$ cat src/rtl/manchester_frame_sequencer.sv
// Assembles 13-bit Manchester frames (4b addr, 8b payload, even parity) into accepted payload bytes.
// Latency: frame_start to busy 1 cycle; parity bit strobe to byte_valid/frame_error 1 cycle.
// Backpressure: none; bit strobes are consumed as they arrive, idle gaps bounded by TIMEOUT_CYCLES.
module manchester_frame_sequencer #(
    parameter int unsigned TIMEOUT_CYCLES = 255,
    parameter logic [3:0]  BROADCAST_ADDR = 4'hF
) (
    input  logic       clk,
    input  logic       rst,
    input  logic       frame_start,
    input  logic       bit_valid,
    input  logic       bit_data,
    input  logic [3:0] my_address,
    output logic [7:0] byte_out,
    output logic       byte_valid,
    output logic       busy,
    output logic       frame_error,
    output logic [7:0] frame_count
);

    localparam int unsigned TW = $clog2(TIMEOUT_CYCLES + 1);
    localparam logic [TW-1:0] TMO_LAST = TW'(TIMEOUT_CYCLES - 1);

    typedef enum logic [1:0] {IDLE, ADDR, DATA, PARITY} state_t;

    state_t        state;
    logic [3:0]    bit_cnt;
    logic [7:0]    shift_reg;
    logic          parity_acc;
    logic          address_ok;
    logic [TW-1:0] tmo_cnt;
    logic [3:0]    addr_now;

    assign busy     = (state != IDLE);
    assign addr_now = {shift_reg[2:0], bit_data};

    always_ff @(posedge clk) begin
        if (rst) begin
            state       <= IDLE;
            bit_cnt     <= 4'd0;
            shift_reg   <= 8'h00;
            parity_acc  <= 1'b0;
            address_ok  <= 1'b0;
            tmo_cnt     <= '0;
            byte_out    <= 8'h00;
            byte_valid  <= 1'b0;
            frame_error <= 1'b0;
            frame_count <= 8'h00;
        end else begin
            byte_valid  <= 1'b0;
            frame_error <= 1'b0;
            if (frame_start) begin
                // A new start always wins; any frame in flight is abandoned as an error.
                if (state != IDLE)
                    frame_error <= 1'b1;
                state      <= ADDR;
                bit_cnt    <= 4'd0;
                shift_reg  <= 8'h00;
                parity_acc <= 1'b0;
                address_ok <= 1'b0;
                tmo_cnt    <= '0;
            end else if (state != IDLE) begin
                if (bit_valid) begin
                    tmo_cnt <= '0;
                    case (state)
                        ADDR: begin
                            shift_reg  <= {shift_reg[6:0], bit_data};
                            parity_acc <= parity_acc ^ bit_data;
                            if (bit_cnt == 4'd3) begin
                                state      <= DATA;
                                bit_cnt    <= 4'd0;
                                address_ok <= (addr_now == my_address) ||
                                              (addr_now == BROADCAST_ADDR);
                            end else begin
                                bit_cnt <= bit_cnt + 4'd1;
                            end
                        end
                        DATA: begin
                            shift_reg  <= {shift_reg[6:0], bit_data};
                            parity_acc <= parity_acc ^ bit_data;
                            if (bit_cnt == 4'd7) begin
                                state   <= PARITY;
                                bit_cnt <= 4'd0;
                            end else begin
                                bit_cnt <= bit_cnt + 4'd1;
                            end
                        end
                        PARITY: begin
                            state   <= IDLE;
                            bit_cnt <= 4'd0;
                            if (parity_acc ^ bit_data) begin
                                frame_error <= 1'b1;
                            end else if (address_ok) begin
                                byte_out    <= shift_reg;
                                byte_valid  <= 1'b1;
                                frame_count <= frame_count + 8'd1;
                            end
                        end
                        default: state <= IDLE;
                    endcase
                end else if (tmo_cnt == TMO_LAST) begin
                    // This idle cycle is the TIMEOUT_CYCLES-th since the last strobe.
                    state       <= IDLE;
                    bit_cnt     <= 4'd0;
                    tmo_cnt     <= '0;
                    frame_error <= 1'b1;
                end else begin
                    tmo_cnt <= tmo_cnt + TW'(1);
                end
            end
        end
    end

endmodule
$ cat config.mk
export PLATFORM = sky130hd
export DESIGN_NAME = manchester_frame_sequencer
export DESIGN_NICKNAME = d
export VERILOG_FILES = /design/src/rtl/manchester_frame_sequencer.sv
export SDC_FILE = /design/constraint.sdc
export NUM_CORES = 1
export LEC_CHECK = 0
export BUFFER_PORTS_ARGS = -buffer_cell sky130_fd_sc_hd__buf_2
export CORE_MARGIN = 4
export CORE_UTILIZATION = 45
export CTS_CLUSTER_SIZE = 30
export DETAILED_ROUTE_END_ITERATION = 10
export GPL_TIMING_DRIVEN = 0
export HOLD_SLACK_MARGIN = 0.06
export PLACE_DENSITY_LB_ADDON = 0.1
export SKIP_LAST_GASP = 1
export SLEW_MARGIN = 5
export SYNTH_ARGS = -nofsm -noshare
export SYNTH_HDL_FRONTEND = slang
export SYNTH_SLANG_ARGS = --single-unit
$ cat constraint.sdc
create_clock -name clk -period 2.74 [get_ports clk]
set_clock_uncertainty 0.05 [all_clocks]
set_input_delay 0 -clock clk [delete_from_list [all_inputs] [get_ports clk]]
set_output_delay 0 -clock clk [all_outputs]
set_load 0.05 [all_outputs]
==> flow_summary.ini, run 1 <==
[status]
outcome = finished clean

[sta]
final.min_clock_period_ps = 2330
fin_tns_setup_ps = 0
timing.final.max_slew_violations = 0
maxSlewHeadroom_pct = 59.0
hold_violations = 0
finalCritPeriodShare_pct = 85.2
max_slew.worst_pin.slew_ps = 613
setup_repair_after_global_routing_missed_its_margin = false
setup_viol_count_final = 0
fmax_ghz = 0.428

[critical_path]
cp_data_required_time_ps = 2930
criticalPathCategory = reg2reg
critPathCaptureType = flip-flop
critical_path_arrival_ps = 2530
crit_start = state[1]$_SDFFE_PP0P_
reg2regPathDepth = 9
critical_path.endpoint = state[0]$_SDFFE_PP0P_
cp_max_fo = 10
critPathLaunchType = flip-flop
timing.reg2reg.setup_slack_ps = 410
rr_endpoint = state[0]$_SDFFE_PP0P_
r2r-start = state[1]$_SDFFE_PP0P_

[synthesis]
syn_area_sq_mm = 0.00202
synth_seq_cells = 42
post_synth_inst_count = 222
postSynthNetCount = 240
synth.mux.area_fraction_pct = 6.95
post-synth-top-area-cell = dfxtp_1
compound_gate_portion_of_the_synthesized_area_pct = 11.1
synth.yosys.warnings = 0
synthAdderAreaFrac_pct = 5.59
dominant_combinational_cell_family_by_area_after_synthesis = simple AND/OR/NAND/NOR gates
netlist.area_leader.share_pct = 41.7
synth_simple_gate_area_share_pct = 23.2
synth_seq_area_share_pct = 41.7
synth.lib_cells_used.distinct = 45
yosys-top-cells-area = dfxtp_1 42%, mux2i_1 7.0%, nor2_1 5.8%
syn_area_per_cell_sq_um = 9.08
synth_xor_area_share_pct = 7.76

[finish]
post-route-util_pct = 54.4
share_of_final_layout_standard_cells_stronger_than_drive_strength_1_pct = 19.5
multiInputGateArea_sq_mm = 0.00110
syn_to_final_growth_pct = 17.5
fin_nets = 278
nFillCells = 421
antenna-diode-count = 0
sequential_cell_area_sq_um = 841

[routing]
total_length_of_routed_wires_mm = 3.93
drt_first_iter_violations = 81
detailroute.via_count = 1651
detail_route.vias_per_cell = 5.27
final_antenna_net_count = 0
detail_route.wl_per_cell_um = 12.6
drc_errors = 0
drtPass1Iterations = 4

[place]
portBuffers = 27
place.gp.congestion = 0.808
place_hpwl_mm = 2.79

[global_route]
grt.busiest_layer = met2
grt.met3_usage_pct = 4.01
grt_first_pass_wirelength_mm = 6.67
number_of_global_route_vias_before_repair = 1528
grt_antenna_before_repair = 0
grt_start_max_net_pins = 15
grt-ovfl-total = 0
groute.usage.overall_pct = 15.3
gr-usage-met2_pct = 24.2
groute.layer.met1.usage_pct = 20.0

[clocking]
worst_setup_hold_path_clk_slew_ps = 80
cts.root.buffer_cell = clkbuf_8
clock_sinks = 42
h-tree-depth = 2
cts_tree = yes
clock_insertion_delay_worst_skew_ps = 300
cts_resized = 0
cts-root-to-sink-buffers = 2
cts_buffers = 5

[power_and_ir_drop]
power_frac_seq_pct = 51.7
comb_power_share_pct = 6.7
vdd_ir_drop_max_v = 0.000321
net_switching_power_of_the_design_mw = 0.277
power.internal_mw = 0.916
power_leakage_nw = 1.06
clock_power_share_pct = 41.6
power_density_mw_per_mm2 = 504
switching_share_pct = 23.2

[floorplanning]
design.portCount = 28
fp.dieW_um = 74.9
initial_core_util_pct = 46.3
die_y_um = 74.9
placement_rows = 24
core_region_area_sq_mm = 0.00435
dieArea_sq_mm = 0.00561

[worst_hold_path]
worst_hold_path_type = in2reg

[run]
max_cap_violations = 0
## layer usage
layer  wire length [um]  vias up
met4                 64        0
met2               1730       31
met5                  0        -
met3                188        6
met1               1950      759
li1                   -      855
## power by group through the flow
stage	Sequential (mW)	Combinational (mW)	Clock, mW
after floorplan	0.632	0.0503	0
after global placement	0.630	0.0758	0
after detailed placement	0.631	0.0753	0
after CTS	0.616	0.0804	0.516
after global routing	0.617	0.0886	0.536
final	0.616	0.0802	0.496
## metrics by stage
| stage | power (mW) | hold slack, ps | std cells | instance area [sq um] | worst slack, ps |
|---|---|---|---|---|---|
| 3_5_place_dp | 0.706 | 274 | 301 | 2220 | 678 |
| 4_1_cts | 1.21 | 143 | 313 | 2370 | 439 |
| 6_report | 1.19 | 156 | 313 | 2370 | 406 |
| 2_1_floorplan | 0.683 | 102 | 222 | 2020 | 818 |
| 3_3_place_gp | 0.706 | 271 | 301 | 2220 | 710 |
| 5_1_grt | 1.24 | 193 | 313 | 2370 | 291 |
## synth_stat cells (all sizes together)
cell type	number
nor4bb	1
a41oi	1
a31o	1
o31ai	1
dfxtp	42
mux2i	14
nand3	13
o31a	1
ha	9
inv	8
nand2	18
nand4b	1
o211ai	1
and3	4
a41o	2
clkbuf	4
nand4	3
or2	1
o221a	1
a31oi	1
a21oi	14
o2111a	1
o21ai	8
and4b	2
and2b	2
o21ba	1
xnor2	4
and4bb	1
xor2	13
nor3	2
or4	1
buf	5
o41ai	1
nor2	31
nor2b	1
or3	2
nor4	2
nand2b	2
and4	2
## placed cells by master (no fill, tap or decap), types with 3 or more instances in the layout
cell type       n
o21ai_0         8
buf_2          30
mux2i_1        14
nand2_1        18
inv_1           8
and3_1          4
a21oi_1        13
clkbuf_8        5
dlygate4sd3_1   4
ha_1            9
nand3_1        13
xor2_1         13
nor2_1         31
clkbuf_1        4
xnor2_1         3
dfxtp_1        42
## kinds of logic (layout without fill, tap and decap cells)
group / after synthesis / in the layout
AND/OR/NAND/NOR: 89 / 89
buffers and inverters: 17 / 56
adder cells (fa/ha/maj): 9 / 9
flip-flops: 42 / 42
multiplexers: 14 / 14
AO/OA/AOI/OAI: 34 / 34
XOR/XNOR: 17 / 17
## final cells by class
cell class | instances | share of cell area (%)
Timing Repair Buffer | 31 | 7.40
Buffer | 9 | 1.90
Clock inverter | 3 | 1.85
Inverter | 8 | 1.27
Multi-Input combinational cell | 163 | 46.4
Sequential cell | 42 | 35.5
Clock buffer | 5 | 2.91
Tap cell | 52 | 2.75
## how the worst min path moves through the flow
stage                           start  depth (start not counted)  slack (ps)                     to
after CTS                   bit_valid                          4         140  byte_valid$_SDFF_PP0_
final                       bit_valid                          4         160  byte_valid$_SDFF_PP0_
after global placement    frame_start                          3         270  state[0]$_SDFFE_PP0P_
after floorplan           frame_start                          2         100  state[0]$_SDFFE_PP0P_
after detailed placement  frame_start                          3         270  state[0]$_SDFFE_PP0P_
after global routing        bit_valid                          4         190  byte_valid$_SDFF_PP0_
## what timing repair did
item,4_1_cts,5_1_grt
hold buffers,4,0
buffers inserted,0,0
endpoints found under the hold margin,8,0
## critical path, stage by stage, from the launching register on
cell and delay, ps:
dfxtp_1 360, inv_1 100, ha_1 160, buf_6 140
and2b_2 210, buf_2 180, a21oi_2 240, o21ai_0 140
a21oi_1 150, dlygate4sd3_1 550
Power figures use the tool's default switching activity.
==> run 2, diff against run 1 <==
--- a/config.mk
+++ b/config.mk
@@ -6,8 +6,9 @@
 export NUM_CORES = 1
 export LEC_CHECK = 0
 export BUFFER_PORTS_ARGS = -buffer_cell sky130_fd_sc_hd__buf_2
+export CAP_MARGIN = 20
 export CORE_MARGIN = 4
-export CORE_UTILIZATION = 45
+export CORE_UTILIZATION = 30
 export CTS_CLUSTER_SIZE = 30
 export DETAILED_ROUTE_END_ITERATION = 10
 export GPL_TIMING_DRIVEN = 0
==> flow_summary.ini, run 2 (synthesis results as in run 1) <==
[clocking]
worst_setup_hold_path_clk_slew_ps = 90
h-tree-depth = 2
clock_sinks = 42
post_cts.repair.setup_buffers = 0
cts_buffers = 5
cts.root.buffer_cell = clkbuf_8
clock_insertion_delay_worst_skew_ps = 300
cts-root-to-sink-buffers = 2
cts_tree = yes

[sta]
finalCritPeriodShare_pct = 86.0
fin_tns_setup_ps = 0
setup_repair_after_global_routing_missed_its_margin = false
maxSlewHeadroom_pct = 56.2
fmax_ghz = 0.424
final.min_clock_period_ps = 2360
timing.final.max_slew_violations = 0
setup_viol_count_final = 0
hold_violations = 0
max_slew.worst_pin.slew_ps = 655

[floorplanning]
dieArea_sq_mm = 0.00809
initial_core_util_pct = 31.4
die_y_um = 90.0
placement_rows = 29
fp.dieW_um = 90.0
design.portCount = 28
core_region_area_sq_mm = 0.00642

[place]
dpl-instance-area_sq_mm = 0.00225
portBuffers = 27
place_hpwl_mm = 3.01
place.gp.congestion = 0.763

[routing]
drt-met1-wl_mm = 2.20
detailroute.via_count = 1616
total_length_of_routed_wires_mm = 4.26
detail_route.vias_per_cell = 4.78
drtPass1Iterations = 4
detail_route.wl_per_cell_um = 12.6
routed-wl-met2_mm = 1.79
dr.max_layer_used = met4
drt_first_iter_violations = 124
met3_wire_length_um = 214
final_antenna_net_count = 0
drc_errors = 0

[status]
outcome = finished clean

[critical_path]
cp_slowest_stage_delay_ps = 550
cpMaxStageDelayCell = dlygate4sd3_1
critPathCaptureType = flip-flop
path_buf_inv = 4
cp_max_fo = 10
criticalPathCategory = reg2reg
cp_data_required_time_ps = 2890
worst_path_dominant_cell_family = buffers and inverters
critical_path_arrival_ps = 2500
crit_chain = inv_1 -> ha_1 -> buf_6 -> and2b_2 -> buf_2 -> a21oi_2 -> o21ai_0 -> a21oi_1 -> dlygate4sd3_1
critPathLaunchType = flip-flop

[global_route]
grt_antenna_before_repair = 0
grt_start_max_net_pins = 15
number_of_global_route_vias_before_repair = 1566
grt-ovfl-total = 0
groute.usage.overall_pct = 11.4
grt_first_pass_wirelength_mm = 7.56

[finish]
layout.cells.most_common_list = 42 x dfxtp_1, 31 x nor2_1, 30 x buf_2
antenna-diode-count = 0
fin_nets = 278
post-route-util_pct = 37.4
post-route-cell-area_sq_mm = 0.00240
nFillCells = 653
layout.cells.most_common = dfxtp_1
sequential_cell_area_sq_um = 841
share_of_final_layout_standard_cells_stronger_than_drive_strength_1_pct = 19.5
multiInputGateArea_sq_mm = 0.00110
syn_to_final_growth_pct = 19.1

[run]
max_cap_violations = 0

[power_and_ir_drop]
clock_power_share_pct = 42.0
power_frac_seq_pct = 51.2
net_switching_power_of_the_design_mw = 0.289
comb_power_share_pct = 6.8
switching_share_pct = 24.0
power_density_mw_per_mm2 = 501
power_leakage_nw = 1.05
power.internal_mw = 0.914
vdd_ir_drop_max_v = 0.000220

[worst_hold_path]
worst_hold_path_type = in2reg
[run 2: cell types whose count changed in the layout (fill, tap and decap cells not counted), sizes merged]
| cell | previous run | this run |
|---|---|---|
| clkinv | 1 | 0 |
| inv | 9 | 8 |
| clkinvlp | 0 | 2 |
[run 2: stage by stage]
step	power, mW	setup slack (ps)	cells	hold slack, ps
after floorplan	0.683	818	222	102
after global placement	0.709	680	326	282
after detailed placement	0.708	675	326	282
after CTS	1.23	427	338	171
after global routing	1.26	297	338	187
final	1.20	382	338	177
[run 2: worst reg2reg max path: cells and delay by family, from the launching register on]
family	cells	cell delay, ps
buf+inv	4	980
flops	1	440
fa+ha+maj	1	200
compound gates	3	390
simple gates	1	190
[run 2: final cells by class]
cell class | instances | area share (%)
clock inverter | 3 | 1.88
multi-input combinational | 163 | 45.8
inverter | 8 | 1.25
buffer | 9 | 1.88
sequential | 42 | 35.0
clock buffer | 5 | 2.87
tap | 77 | 4.01
timing repair buffer | 31 | 7.30
[run 2: power groups by stage]
stage	Sequential, mW	Combinational (mW)	Clock (mW)
after CTS	0.616	0.0826	0.530
after floorplan	0.632	0.0503	0
final	0.616	0.0819	0.505
after detailed placement	0.631	0.0774	0
after global routing	0.617	0.0901	0.556
after global placement	0.631	0.0782	0
[run 2: final timing paths]
kind | startpoint | slack, ps | endpoint | cells past startpoint
setup reg to reg | state[1]$_SDFFE_PP0P_ | 380 | state[0]$_SDFFE_PP0P_ | 9
hold reg to reg | shift_reg[7]$_SDFFE_PP0P_ | 410 | shift_reg[7]$_SDFFE_PP0P_ | 2
setup / recovery | state[1]$_SDFFE_PP0P_ | 380 | state[0]$_SDFFE_PP0P_ | 9
hold / removal | bit_valid | 180 | byte_valid$_SDFF_PP0_ | 4
[run 2: metal layers]
| layer | GRT usage, % | up-vias |
|---|---|---|
| met3 | 4.17 | 5 |
| li1 | - | 851 |
| met1 | 15.7 | 724 |
| met4 | 3.44 | 0 |
| met2 | 16.7 | 36 |
| met5 | 0 | - |
[run 2: repair_timing]
item	CTS	global route
gates resized for setup	0	0
hold buffers	4	0
hold endpoints to repair	8	0
==> run 3, diff against run 2 <==
--- a/config.mk
+++ b/config.mk
@@ -5,6 +5,7 @@
 export SDC_FILE = /design/constraint.sdc
 export NUM_CORES = 1
 export LEC_CHECK = 0
+export ABC_AREA = 1
 export BUFFER_PORTS_ARGS = -buffer_cell sky130_fd_sc_hd__buf_2
 export CAP_MARGIN = 20
 export CORE_MARGIN = 4
==> flow_summary.ini, run 3 <==
[sta]
setup_viol_count_final = 0
finalCritPeriodShare_pct = 69.4
final.min_clock_period_ps = 1900
hold_violations = 0
worst_hold_slack_ps = 43.9
timing.final.max_slew_violations = 0
fin_tns_setup_ps = 0
max_slew.worst_pin.slew_ps = 469
setup_repair_after_global_routing_missed_its_margin = false
fmax_ghz = 0.526
maxSlewHeadroom_pct = 68.7

[global_route]
groute.usage.overall_pct = 12.1
grt_antenna_before_repair = 0
number_of_global_route_vias_before_repair = 1780
groute.layer.met1.usage_pct = 15.7
grt_first_pass_wirelength_mm = 8.30
grt.busiest_layer = met2
grt.met3_usage_pct = 2.54
gr-usage-met2_pct = 19.8
grt_start_max_net_pins = 14
grt-ovfl-total = 0

[routing]
drt_first_iter_violations = 55
drc_errors = 0
detail_route.wl_per_cell_um = 11.0
drtPass1Iterations = 6
total_length_of_routed_wires_mm = 4.74
detail_route.vias_per_cell = 4.35
final_antenna_net_count = 0
detailroute.via_count = 1879

[clocking]
clock_sinks = 42
worst_setup_hold_path_clk_slew_ps = 90
cts_tree = yes
cts.root.buffer_cell = clkbuf_8
clock_insertion_delay_worst_skew_ps = 300
h-tree-depth = 2
cts-root-to-sink-buffers = 2
cts_buffers = 5

[synthesis]
synth_seq_cells = 42
syn_area_sq_mm = 0.00212
synth_seq_area_share_pct = 39.6
netlist.area_leader.share_pct = 39.6
ys_top_cells_by_count = 67 x nand2_1, 63 x nor2_1, 42 x dfxtp_1
synth_enable_flop_cells = 0
synth.lib_cells_used.distinct = 25
async_sr_flop_fraction_pct = 0
syn_area_per_cell_sq_um = 7.07
postSynthNetCount = 318
synth.yosys.warnings = 0
post-synth-top-area-cell = dfxtp_1
ys_dominant_reg_cell = dfxtp_1
yosys-top-cells-area = dfxtp_1 40%, nand2_1 12%, nor2_1 11%
post_synth_inst_count = 300
leading_cell_type_by_number_of_instances_after_synthesis = nand2_1

[floorplanning]
core_region_area_sq_mm = 0.00683
die_y_um = 92.1
fp.dieW_um = 92.1
initial_core_util_pct = 31.0
placement_rows = 30
design.portCount = 28
dieArea_sq_mm = 0.00848

[finish]
layout.cells.most_common = nand2_1
antenna-diode-count = 0
share_of_final_layout_standard_cells_stronger_than_drive_strength_1_pct = 14.9
post-route-cell-area_sq_mm = 0.00253
post_layout_nonfiller_instances = 432
sequential_cell_area_sq_um = 841
nFillCells = 780
layout.cells.most_common_list = 67 x nand2_1, 63 x nor2_1, 42 x dfxtp_1
fin_nets = 353
syn_to_final_growth_pct = 19.5
multiInputGateArea_sq_mm = 0.00111

[critical_path]
critPathCaptureType = output port
critPathLaunchType = flip-flop
cp_data_required_time_ps = 2690
critical_path_arrival_ps = 1850
cp_max_fo = 10
criticalPathCategory = reg2out
cpMaxStageDelayCell = dfxtp_1
cp_slowest_stage_delay_ps = 440
crit_chain = inv_1 -> ha_1 -> inv_1 -> buf_2 -> buf_2

[power_and_ir_drop]
vdd_ir_drop_max_v = 0.000228
power_density_mw_per_mm2 = 526
power_leakage_nw = 1.10

[place]
portBuffers = 26
place.gp.congestion = 0.794
place.detailed.instances = 422
dpl-instance-area_sq_mm = 0.00237
place_hpwl_mm = 3.53

[worst_hold_path]
worst_hold_path_type = in2reg

[status]
outcome = finished clean

[run]
max_cap_violations = 0
==> run 3: cell count changes after synthesis, moves of 5 or more <==
cell / before / now
inv_1: 8 / 28
mux2i_1: 14 / 0
nand2_1: 18 / 67
nand4_1: 2 / 7
nor2_1: 31 / 63
o21ai_0: 8 / 20
xor2_1: 13 / 8
==> run 3: layout make-up <==
type	instances	area share, %
multi-input cells	220	44.0
flip-flops and latches	42	33.2
repair buffers	28	5.93
inverters	30	4.54
well taps	96	4.74
plain buffers	8	1.98
clock inverters	2	2.37
clock buffers	6	3.26
==> run 3: cell families (layout without fill, tap and decap cells) <==
family,Yosys count,count (layout),synth area share [%]
xor gates and xnor gates,15,15,6.55
DFF,42,42,39.6
buffers and inverters,38,74,7.79
AOI/OAI and AO/OA,35,35,8.55
and+or+nand+nor,161,161,32.2
adders and majority gates,9,9,5.31
==> run 3: what timing repair did <==
action,CTS,global route
hold endpoints to repair,3,0
hold buffers,2,0
buffers inserted,0,0
gates resized for setup,0,0
==> run 3: report_power, final <==
part	internal, mW	switching (mW)
sequential	0.615	0.00544
combinational	0.0329	0.0669
clock	0.389	0.224
total	1.04	0.296
==> run 3: worst paths after layout <==
check,from,endpoint,slack [ps],cells past startpoint
setup / recovery,state[0]$_SDFFE_PP0P_,busy,840,5
hold / removal,rst,frame_count[0]$_SDFFE_PP0P_,40,2
setup reg to reg,state[0]$_SDFFE_PP0P_,byte_out[2]$_SDFFE_PP0P_,850,9
hold reg to reg,shift_reg[7]$_SDFFE_PP0P_,shift_reg[7]$_SDFFE_PP0P_,430,2
==> run 3: per-stage QoR <==
stage	power [mW]	setup WS (ps)	utilization, %
detailed placement	0.735	843	34.7
global route	1.39	641	37.1
CTS	1.36	799	37.1
global placement	0.735	831	34.7
floorplan	0.705	1110	-
finish	1.33	838	37.1
==> run 3: worst max-delay path: cells and delay by family (launching register included) <==
kind	cells	cell delay [ps]
adder cells (fa/ha/maj)	1	290
buffers and inverters	4	820
flip-flops	1	440
==> run 3: per-layer routing <==
layer,vias up,wire length (um)
met1,841,2330
met3,7,159
met5,-,0
li1,1012,-
met2,19,2170
met4,0,80
